## src/rtl/mio_arb.sv

```systemverilog
// mio_arb: two-master round-robin arbiter for the shared memory/IO data port.
// One transfer per grant, bounded ownership lock, and a per-transfer ready timeout.
module mio_arb #(
  parameter int AW       = 32,
  parameter int DW       = 32,
  parameter int TIMEOUT  = 15,
  parameter int MAX_LOCK = 8
) (
  input  logic          clk,
  input  logic          clrn,
  input  logic          m0_req,
  input  logic          m0_we,
  input  logic          m0_lock,
  input  logic [AW-1:0] m0_addr,
  input  logic [DW-1:0] m0_wdata,
  input  logic          m1_req,
  input  logic          m1_we,
  input  logic          m1_lock,
  input  logic [AW-1:0] m1_addr,
  input  logic [DW-1:0] m1_wdata,
  output logic          m0_gnt,
  output logic          m0_done,
  output logic          m0_err,
  output logic [DW-1:0] m0_rdata,
  output logic          m1_gnt,
  output logic          m1_done,
  output logic          m1_err,
  output logic [DW-1:0] m1_rdata,
  output logic [AW-1:0] s_addr,
  output logic [DW-1:0] s_wdata,
  output logic          s_we,
  output logic          s_re,
  input  logic [DW-1:0] s_rdata,
  input  logic          s_ready,
  output logic          owner,
  output logic          dbg_state
);

  // Handshake: a master holds req and its fields stable until its one-cycle
  // done; the slave completes a strobed access by raising s_ready for a cycle.
  localparam int TW = $clog2(TIMEOUT + 1);
  localparam int LW = $clog2(MAX_LOCK + 1);

  typedef enum logic {IDLE = 1'b0, ACCESS = 1'b1} state_t;

  state_t        state;
  logic          last_owner;
  logic          lock_held;
  logic [LW-1:0] lock_cnt;
  logic [TW-1:0] tmo_cnt;

  logic          win;
  logic          win_id;
  logic          sel_we;
  logic          own_lock;
  logic [AW-1:0] sel_addr;
  logic [DW-1:0] sel_wdata;

  assign dbg_state = (state == ACCESS);

  // While locked only the holder may start; otherwise the non-last owner wins ties.
  always_comb begin
    win    = 1'b0;
    win_id = 1'b0;
    if (lock_held) begin
      win    = owner ? m1_req : m0_req;
      win_id = owner;
    end else if (m0_req && m1_req) begin
      win    = 1'b1;
      win_id = ~last_owner;
    end else if (m0_req) begin
      win    = 1'b1;
      win_id = 1'b0;
    end else if (m1_req) begin
      win    = 1'b1;
      win_id = 1'b1;
    end
  end

  assign sel_we    = win_id ? m1_we    : m0_we;
  assign sel_addr  = win_id ? m1_addr  : m0_addr;
  assign sel_wdata = win_id ? m1_wdata : m0_wdata;
  assign own_lock  = owner  ? m1_lock  : m0_lock;

  always_ff @(posedge clk or negedge clrn) begin
    if (!clrn) begin
      state      <= IDLE;
      last_owner <= 1'b1;
      lock_held  <= 1'b0;
      lock_cnt   <= '0;
      tmo_cnt    <= '0;
      owner      <= 1'b0;
      m0_gnt     <= 1'b0;
      m1_gnt     <= 1'b0;
      m0_done    <= 1'b0;
      m1_done    <= 1'b0;
      m0_err     <= 1'b0;
      m1_err     <= 1'b0;
      m0_rdata   <= '0;
      m1_rdata   <= '0;
      s_addr     <= '0;
      s_wdata    <= '0;
      s_we       <= 1'b0;
      s_re       <= 1'b0;
    end else begin
      m0_done <= 1'b0;
      m1_done <= 1'b0;
      m0_err  <= 1'b0;
      m1_err  <= 1'b0;
      unique case (state)
        IDLE: begin
          if (win) begin
            state      <= ACCESS;
            s_addr     <= sel_addr;
            s_wdata    <= sel_wdata;
            s_we       <= sel_we;
            s_re       <= ~sel_we;
            owner      <= win_id;
            last_owner <= win_id;
            tmo_cnt    <= '0;
            m0_gnt     <= ~win_id;
            m1_gnt     <= win_id;
          end else begin
            // Reaching here with a lock means the holder dropped req.
            m0_gnt    <= 1'b0;
            m1_gnt    <= 1'b0;
            lock_held <= 1'b0;
            lock_cnt  <= '0;
          end
        end
        ACCESS: begin
          tmo_cnt <= tmo_cnt + 1'b1;
          if (s_ready || tmo_cnt == TW'(TIMEOUT - 1)) begin
            state   <= IDLE;
            s_we    <= 1'b0;
            s_re    <= 1'b0;
            m0_done <= ~owner;
            m1_done <= owner;
            if (s_ready) begin
              if (s_re && !owner) m0_rdata <= s_rdata;
              if (s_re && owner)  m1_rdata <= s_rdata;
              if (own_lock && lock_cnt != LW'(MAX_LOCK - 1)) begin
                lock_held <= 1'b1;
                lock_cnt  <= lock_cnt + 1'b1;
              end else begin
                lock_held <= 1'b0;
                lock_cnt  <= '0;
              end
            end else begin
              m0_err    <= ~owner;
              m1_err    <= owner;
              lock_held <= 1'b0;
              lock_cnt  <= '0;
            end
          end
        end
        default: state <= IDLE;
      endcase
    end
  end

endmodule
```

## config.mk

```make
export PLATFORM = sky130hd
export DESIGN_NAME = mio_arb
export DESIGN_NICKNAME = d
export VERILOG_FILES = /design/src/rtl/mio_arb.sv
export SDC_FILE = /design/constraint.sdc
export NUM_CORES = 1
export LEC_CHECK = 0
export ABC_AREA = 1
export BUFFER_PORTS_ARGS = -buffer_cell sky130_fd_sc_hd__buf_2
export CORE_ASPECT_RATIO = 0.8
export CORE_MARGIN = 5
export CORE_UTILIZATION = 47
export DETAILED_ROUTE_END_ITERATION = 7
export PLACE_DENSITY = 0.85
export SYNTH_ARGS = -nofsm -noshare
export SYNTH_HDL_FRONTEND = slang
export SYNTH_SLANG_ARGS = --single-unit
```

## constraint.sdc

```tcl
create_clock -name clk -period 1.8 [get_ports clk]
set_input_delay 0.18 -clock clk [delete_from_list [all_inputs] [get_ports clk]]
set_output_delay 0.18 -clock clk [all_outputs]
set_load 0.02 [all_outputs]
```

# After elaboration in Yosys (flattened, before gate mapping)
# Index checks and enable logic that the tools add are counted.
# word_totals
register_bits	148
latch_bits	0
mem_bits_rw	0
mem_bits_ro	0
inputBits	169
output_inout_bits	138
elab_cells	85
memories	0
# classes
add_sub_neg	2
mul	0
n_div	0
order_cmp	0
n_eq_ne	5
shift	0
muxes	44
bitwise	5
n_reduce_logical	11
# op_table
op	count
32-bit two-way mux	2
1-bit two-way mux	31
4-bit two-way mux	5
4-bit one-hot mux with 2 select lines	2
4-bit by 1-bit adder with 4-bit output, second input constant	2
1-bit one-hot mux with 2 select lines	4
4-bit AND reduction	2
2-bit AND reduction	3
1-bit inverter	5
4-bit equality test, second input constant	1
1-bit logical AND	4
2-bit inequality test, second input constant	2
4-bit by 3-bit inequality test with 1-bit output, second input constant	1
2-bit by 1-bit inequality test with 1-bit output, second input constant	1
1-bit zero test	1
1-bit logical OR	1

# Logic depth before layout (Yosys ltp)
# Gate-level depths: netlist of the first run.
# logic_depth
ltp_word	8
ltp_mapped	9
depth_no_buf	7

# Worst setup path before layout of the first run
# No wires, ideal clock.
# synth_timing
path_kind	flip-flop to flip-flop
from	register state (netlist: dbg_state)
to	register m1_rdata[10]
arrival_time_ps	1335
required_ps	1670
path_slack_ps	335
stages_incl_launch_ff	8
period_less_slack_ps	1465
path_cell_list	dfrtp_1 -> buf_2 -> nand2_1 -> nor2_1 -> nand2_1 -> clkbuf_1 -> nand2_1 -> o21ai_0
# synth_between
elab_chain_len	1
# synth_rtl
element	line	text
start, declared	46	state_t state;
start signal, assigned	87	state <= IDLE;
start signal, assigned	113	state <= ACCESS;
start signal, assigned	134	state <= IDLE;
4-bit AND reduction (no source line)	-	
end signal, assigned	141	if (s_re && owner) m1_rdata <= s_rdata;
end, declared	28	output logic [DW-1:0] m1_rdata,
# No other way between the ends.
# A chain may end at the register's enable or synchronous reset.

# Worst setup path in the final report of the first run
# layout_timing
from	register owner
to	register s_wdata[2]
# layout_between
elab_chain_len	3
# layout_rtl
element	line	text
start, declared	35	output logic owner,
start signal, assigned	118	owner <= win_id;
1-bit two-way mux	66	win = owner ? m1_req : m0_req;
1-bit two-way mux	65	if (lock_held) begin
2-bit AND reduction (no source line)	-	
end signal, assigned	115	s_wdata <= sel_wdata;
end, declared	30	output logic [DW-1:0] s_wdata,
# Several ways; a longest one is shown, not always the timed one.

==> impl_metrics.tcl, run 1 <==
set metrics [dict create \
    synthCells 821 \
    r2r-end "s_wdata[2]" \
    clkSinkCount 148 \
    area_growth_pct 36.7 \
    worstPathRequired_ps 2130 \
    core.rowCount 38 \
    power.share.sequential 0.344 \
    grt_pass1_wl_um 30100 \
    final.setup.tns_ps 0 \
    critPathMaxFanout 67 \
    postCtsSetupBuffers 0 \
    p_int_mw 9.48 \
    netlist_area_um2 6510 \
    power_density_nw_per_um2 1880 \
    crit_path_end_kind "flop" \
    hold_viol 0 \
    clockBufferDepth 2 \
    dieArea_um2 16300 \
    start_util 0.481 \
    layout-drive-gt1-share 0.318 \
    routed_via_density 4.93 \
    cp_slowest_cell "dfrtp_1" \
    seq_area_frac_synth 0.569 \
    path_clk_slew_ps 60 \
    remaining_drc_errors 0 \
    avgSynthCellArea_um2 7.93 \
    avgRoutedWirePerCell_um 14.6 \
    crit_start "owner" \
    grt_pass1_vias 6194 \
    rsz0062_at_grt "no" \
    path_cells "nand2_2 > buf_4 > nand2_2 > buf_12 > nand2_1 > nand2_1 > nand2_1 > nand2_1" \
    cts-buffers-inserted 17 \
    skew_ps 13.2 \
    ant_nets 0 \
    power_frac_comb 0.442 \
    layout_common_cells "411 x nand2_1, 305 x buf_2, 147 x dfrtp_1" \
    crit_family "simple AND/OR/NAND/NOR gates" \
    cts_resized 0 \
    timing.final.max_slew_violations 0 \
    root_buffer "clkbuf_16" \
    routabilityCongestion 0.842 \
    cp.arrival_ps 1900 \
    fin_crit_sh 0.869 \
    yosysUniqueCellTypes 21 \
    final_cell_area_um2 8900 \
    worstSetupPathType "flop to flop" \
    wl_um 19000 \
    clk_latency_ps 400 \
    r2r_setup_slack_ps 240 \
    io_buffer_count 306 \
    fp.dieH_um 115 \
    dr.pass1.iters 5 \
    synth_nets 993 \
    timing.rr.start "owner" \
    fin_nets 1283 \
    hpwl_um 14200 \
    slew_headroom 0.676 \
    core_um2 13600 \
    grtUsageTotal 0.228 \
    crit_top_cell "nand2_1" \
    p_sw_mw 7.30 \
    ioPinCount 307 \
    start_kind "flop" \
    cts_tree "built" \
    die_w_um 142 \
    cap_viol_max_count 0 \
    ys_warn_count 0 \
    worst-path-buf-inv 2 \
    grt_overflow 0 \
    cp_num_cells 8 \
    irDropWorstVdd_v 0.00118 \
    drt_iter0_drc 482 \
    postPlaceCellArea_um2 8290 \
    outcome "finished, final reports clean" \
    diodes 0 \
    ctsHoldBuffers 1 \
    grt_antenna_before_repair 0 \
    r2r_cells 8 \
    slowest_delay_ps 470 \
    yosys_register_bits 148 \
    power.share.clock 0.214 \
    max_freq_mhz 639 \
    tightest_slew_ps 486 \
    htree_levels 4 \
    grt_max_degree 71 \
    leakagePower_nw 5.27 \
    crit_end "s_wdata[2]" \
    fin_crit_ps 1560 \
    final_common_cell "nand2_1" \
    holdCritPathClass "input pin to flop" \
    setup_viol 0 \
    swShare 0.435 \
    hold_depth 2 \
    vias 6424 \
]
## cell usage after synthesis
| cell type | n | share of area |
|---|---|---|
| nor3_1 | 3 | 0.0023 |
| dfstp_2 | 1 | 0.0040 |
| a21oi_2 | 1 | 0.0013 |
| buf_6 | 1 | 0.0017 |
| o21bai_1 | 1 | 0.0012 |
| dfrtp_1 | 147 | 0.56 |
| ha_1 | 3 | 0.0058 |
| nand3_1 | 79 | 0.061 |
| buf_2 | 18 | 0.014 |
| o22ai_1 | 1 | 0.00096 |
| clkbuf_1 | 23 | 0.013 |
| inv_2 | 1 | 0.00058 |
| nand4_1 | 1 | 0.00096 |
| nand2_1 | 413 | 0.24 |
| nand2_2 | 1 | 0.00096 |
| inv_1 | 40 | 0.023 |
| buf_1 | 7 | 0.0040 |
| xor2_1 | 2 | 0.0027 |
| nor2_1 | 4 | 0.0023 |
| xnor2_1 | 1 | 0.0013 |
| o21ai_0 | 73 | 0.056 |
## cell families after synthesis
group,share of synthesized area
AOI/OAI and AO/OA,0.0596
and+or+nand+nor,0.305
adders and majority gates,0.00576
buffers and inverters,0.0565
DFF,0.569
xor gates and xnor gates,0.00404
## stage by stage
step	setup slack, ps	power [mW]	instances	hold WS, ps	util
final	235	16.8	1304	32.1	0.657
after global routing	117	17.9	1304	22.1	0.657
after CTS	242	17.0	1304	10.2	0.657
after detailed placement	244	13.3	1271	152	0.612
after global placement	329	13.0	1271	148	0.612
after floorplan	335	10.4	821	-116	-
## final cells by class
| cell class | instances | area [µm²] |
|---|---|---|
| Inverter | 41 | 154 |
| Multi-Input combinational cell | 583 | 2460 |
| Fill cell | 1139 | 4650 |
| Clock buffer | 18 | 429 |
| Clock inverter | 14 | 176 |
| Tap cell | 180 | 225 |
| Timing Repair Buffer | 320 | 1760 |
| Sequential cell | 148 | 3700 |
## metal layers
metal / track usage / routed length [µm] / up-vias
li1: - / - / 3152
met1: 0.294 / 7850 / 2997
met2: 0.379 / 9290 / 244
met3: 0.0615 / 1470 / 31
met4: 0.0735 / 429 / 0
met5: 0 / 0 / -
## registers in the layout (all words and copies together) (netlist names)
signal / count
m0_rdata: 32
m1_rdata: 32
s_addr: 32
s_wdata: 32
lock_cnt: 4
tmo_cnt: 4
dbg_state: 1
last_owner: 1
lock_held: 1
m0_done: 1
m0_err: 1
m0_gnt: 1
m1_done: 1
m1_err: 1
m1_gnt: 1
owner: 1
s_re: 1
s_we: 1
## power by group through the flow
stage | registers (mW) | clock network, mW | logic (mW)
after floorplan | 7.47 | 0 | 2.91
after global placement | 5.76 | 0 | 7.27
after detailed placement | 5.77 | 0 | 7.51
after CTS | 5.77 | 3.67 | 7.50
after global routing | 5.97 | 3.81 | 8.15
final | 5.77 | 3.60 | 7.41
## worst min path at each step
stage	end	start	slack [ps]
6_report	m1_err	s_ready	30
4_1_cts	m1_err	s_ready	10
2_1_floorplan	dbg_state	clrn	-120
3_5_place_dp	m0_rdata[22]	clrn	150
5_1_grt	m1_err	s_ready	20
3_3_place_gp	m0_rdata[22]	clrn	150
Power figures use the tool's default switching activity.
==> inputs of run 2 (changes only) <==
- GPL_TIMING_DRIVEN: not set -> 0
- RECOVER_POWER: not set -> 50
==> impl_metrics.tcl, run 2 (synthesis results as in run 1) <==
set metrics [dict create \
    timing.rr.start "owner" \
    p_sw_mw 7.55 \
    fill_cells 1240 \
    area_growth_pct 35.0 \
    start_kind "flop" \
    grt_overflow 0 \
    clk_latency_ps 400 \
    wl_met2_um 9900 \
    wl_um 20900 \
    core_um2 13600 \
    cts_tree "built" \
    final_common_cell "nand2_1" \
    clkSinkCount 148 \
    holdCritPathClass "input pin to flop" \
    cts-buffers-inserted 17 \
    postPlaceCellArea_um2 8300 \
    worstSetupPathType "flop to flop" \
    clockBufferDepth 2 \
    dieArea_um2 16300 \
    ff_latch_area_um2 3710 \
    power_density_nw_per_um2 1890 \
    dr.pass1.iters 7 \
    ant_nets 0 \
    irDropWorstVdd_v 0.000970 \
    die_w_um 142 \
    crit_end "dbg_state" \
    grt_pass1_vias 6569 \
    tightest_slew_ps 501 \
    r2r_cells 8 \
    io_buffer_count 306 \
    wl_met1_um 8540 \
    r2r_setup_slack_ps 90 \
    htree_levels 4 \
    hpwl_um 16100 \
    p_int_mw 9.04 \
    slew_headroom 0.666 \
    layout-drive-gt1-share 0.211 \
    root_buffer "clkbuf_16" \
    leakagePower_nw 4.87 \
    routed.top_layer "met4" \
    remaining_drc_errors 0 \
    swShare 0.455 \
    outcome "finished, final reports clean" \
    path_clk_slew_ps 60 \
    grtUsageTotal 0.254 \
    multi_input_area_um2 2450 \
    power_frac_comb 0.437 \
    avgRoutedWirePerCell_um 15.6 \
    rsz0062_at_grt "yes" \
    grt_pass1_wl_um 33000 \
    cap_viol_max_count 0 \
    final_cell_area_um2 8790 \
    fin_crit_ps 1710 \
    crit_start "owner" \
    setup_viol 0 \
    fin_crit_sh 0.952 \
    cp.arrival_ps 1990 \
    power.share.clock 0.216 \
    timing.final.max_slew_violations 0 \
    total_power_mw 16.6 \
    power.share.sequential 0.347 \
    worstPathRequired_ps 2080 \
    vias 6746 \
    met3_length_um 1800 \
    skew_ps 12.5 \
    drt_iter0_drc 463 \
    fp.dieH_um 115 \
    max_freq_mhz 583 \
    ioPinCount 307 \
    routed_via_density 5.03 \
    fin_nets 1321 \
    r2r-end "dbg_state" \
    critPathMaxFanout 10 \
    diodes 0 \
    crit_path_end_kind "flop" \
    layout_common_cells "411 x nand2_1, 187 x buf_2, 146 x dfrtp_1" \
    start_util 0.481 \
    grt_antenna_before_repair 0 \
    hold_viol 0 \
    core.rowCount 38 \
    grt_max_degree 100 \
    routabilityCongestion 0.884 \
]
[run 2: cell count changes in the layout (fill, tap and decap cells not counted), moves of 2 or more]
cell,delta
clkinv_2,-2
clkbuf_8,+2
clkbuf_1,+144
buf_12,-9
clkbuf_2,+16
buf_4,-3
buf_1,+5
inv_6,+2
buf_2,-118
[run 2: worst max-delay path, stage by stage (launching register included)]
cell and delay, ps:
dfrtp_2 460, inv_2 150, nand2_1 60, nand2_1 130
nand2_1 80, nand2_2 150, buf_2 300, buf_6 180
o21ai_0 90
[run 2: per-layer routing]
metal	vias to the layer above	GRT usage
met5	-	0
met4	0	0.0972
met3	54	0.0719
met2	317	0.407
met1	3141	0.333
li1	3234	-
[run 2: how the worst min path moves through the flow]
stage / start / slack [ps] / depth (start not counted) / endpoint
2_1_floorplan: clrn / -120 / 0 / dbg_state
3_3_place_gp: s_ready / 420 / 2 / m0_err
3_5_place_dp: clrn / 160 / 1 / s_wdata[2]
4_1_cts: s_rdata[13] / 30 / 3 / m0_rdata[13]
5_1_grt: s_rdata[8] / 40 / 3 / m1_rdata[8]
6_report: s_rdata[24] / 40 / 3 / m1_rdata[24]
[run 2: through the flow]
step	TNS, ps	hold slack [ps]	cells	setup WS [ps]	util
3_3_place_gp	-221670	418	1307	-1520	0.610
5_1_grt	0	40.4	1342	7.60	0.649
4_1_cts	0	28.4	1342	2.52	0.659
2_1_floorplan	0	-116	821	335	-
3_5_place_dp	0	156	1308	4.88	0.613
6_report	0	43.8	1342	86.1	0.649
[run 2: power by group through the flow]
stage / sequential, mW / clock, mW / combinational, mW
after floorplan: 7.47 / 0 / 2.91
after global placement: 5.68 / 0 / 7.43
after detailed placement: 5.70 / 0 / 7.65
after CTS: 5.70 / 3.65 / 7.66
after global routing: 5.94 / 3.79 / 8.00
final: 5.76 / 3.59 / 7.24
[run 2: cell type report]
type / count / area share
Inverter: 41 / 0.0175
Sequential cell: 148 / 0.422
Multi-Input combinational cell: 583 / 0.279
Buffer: 49 / 0.0269
Timing Repair Buffer: 309 / 0.161
Clock inverter: 12 / 0.0162
Tap cell: 180 / 0.0256
Clock buffer: 20 / 0.0520
[run 2: what timing repair did]
item	in CTS	in global routing
gates resized for setup	1	34
cloned	0	0
buffers inserted	0	0
hold buffers	2	0
endpoints found under the hold margin	51	0
endpoints found under the setup margin	1	124
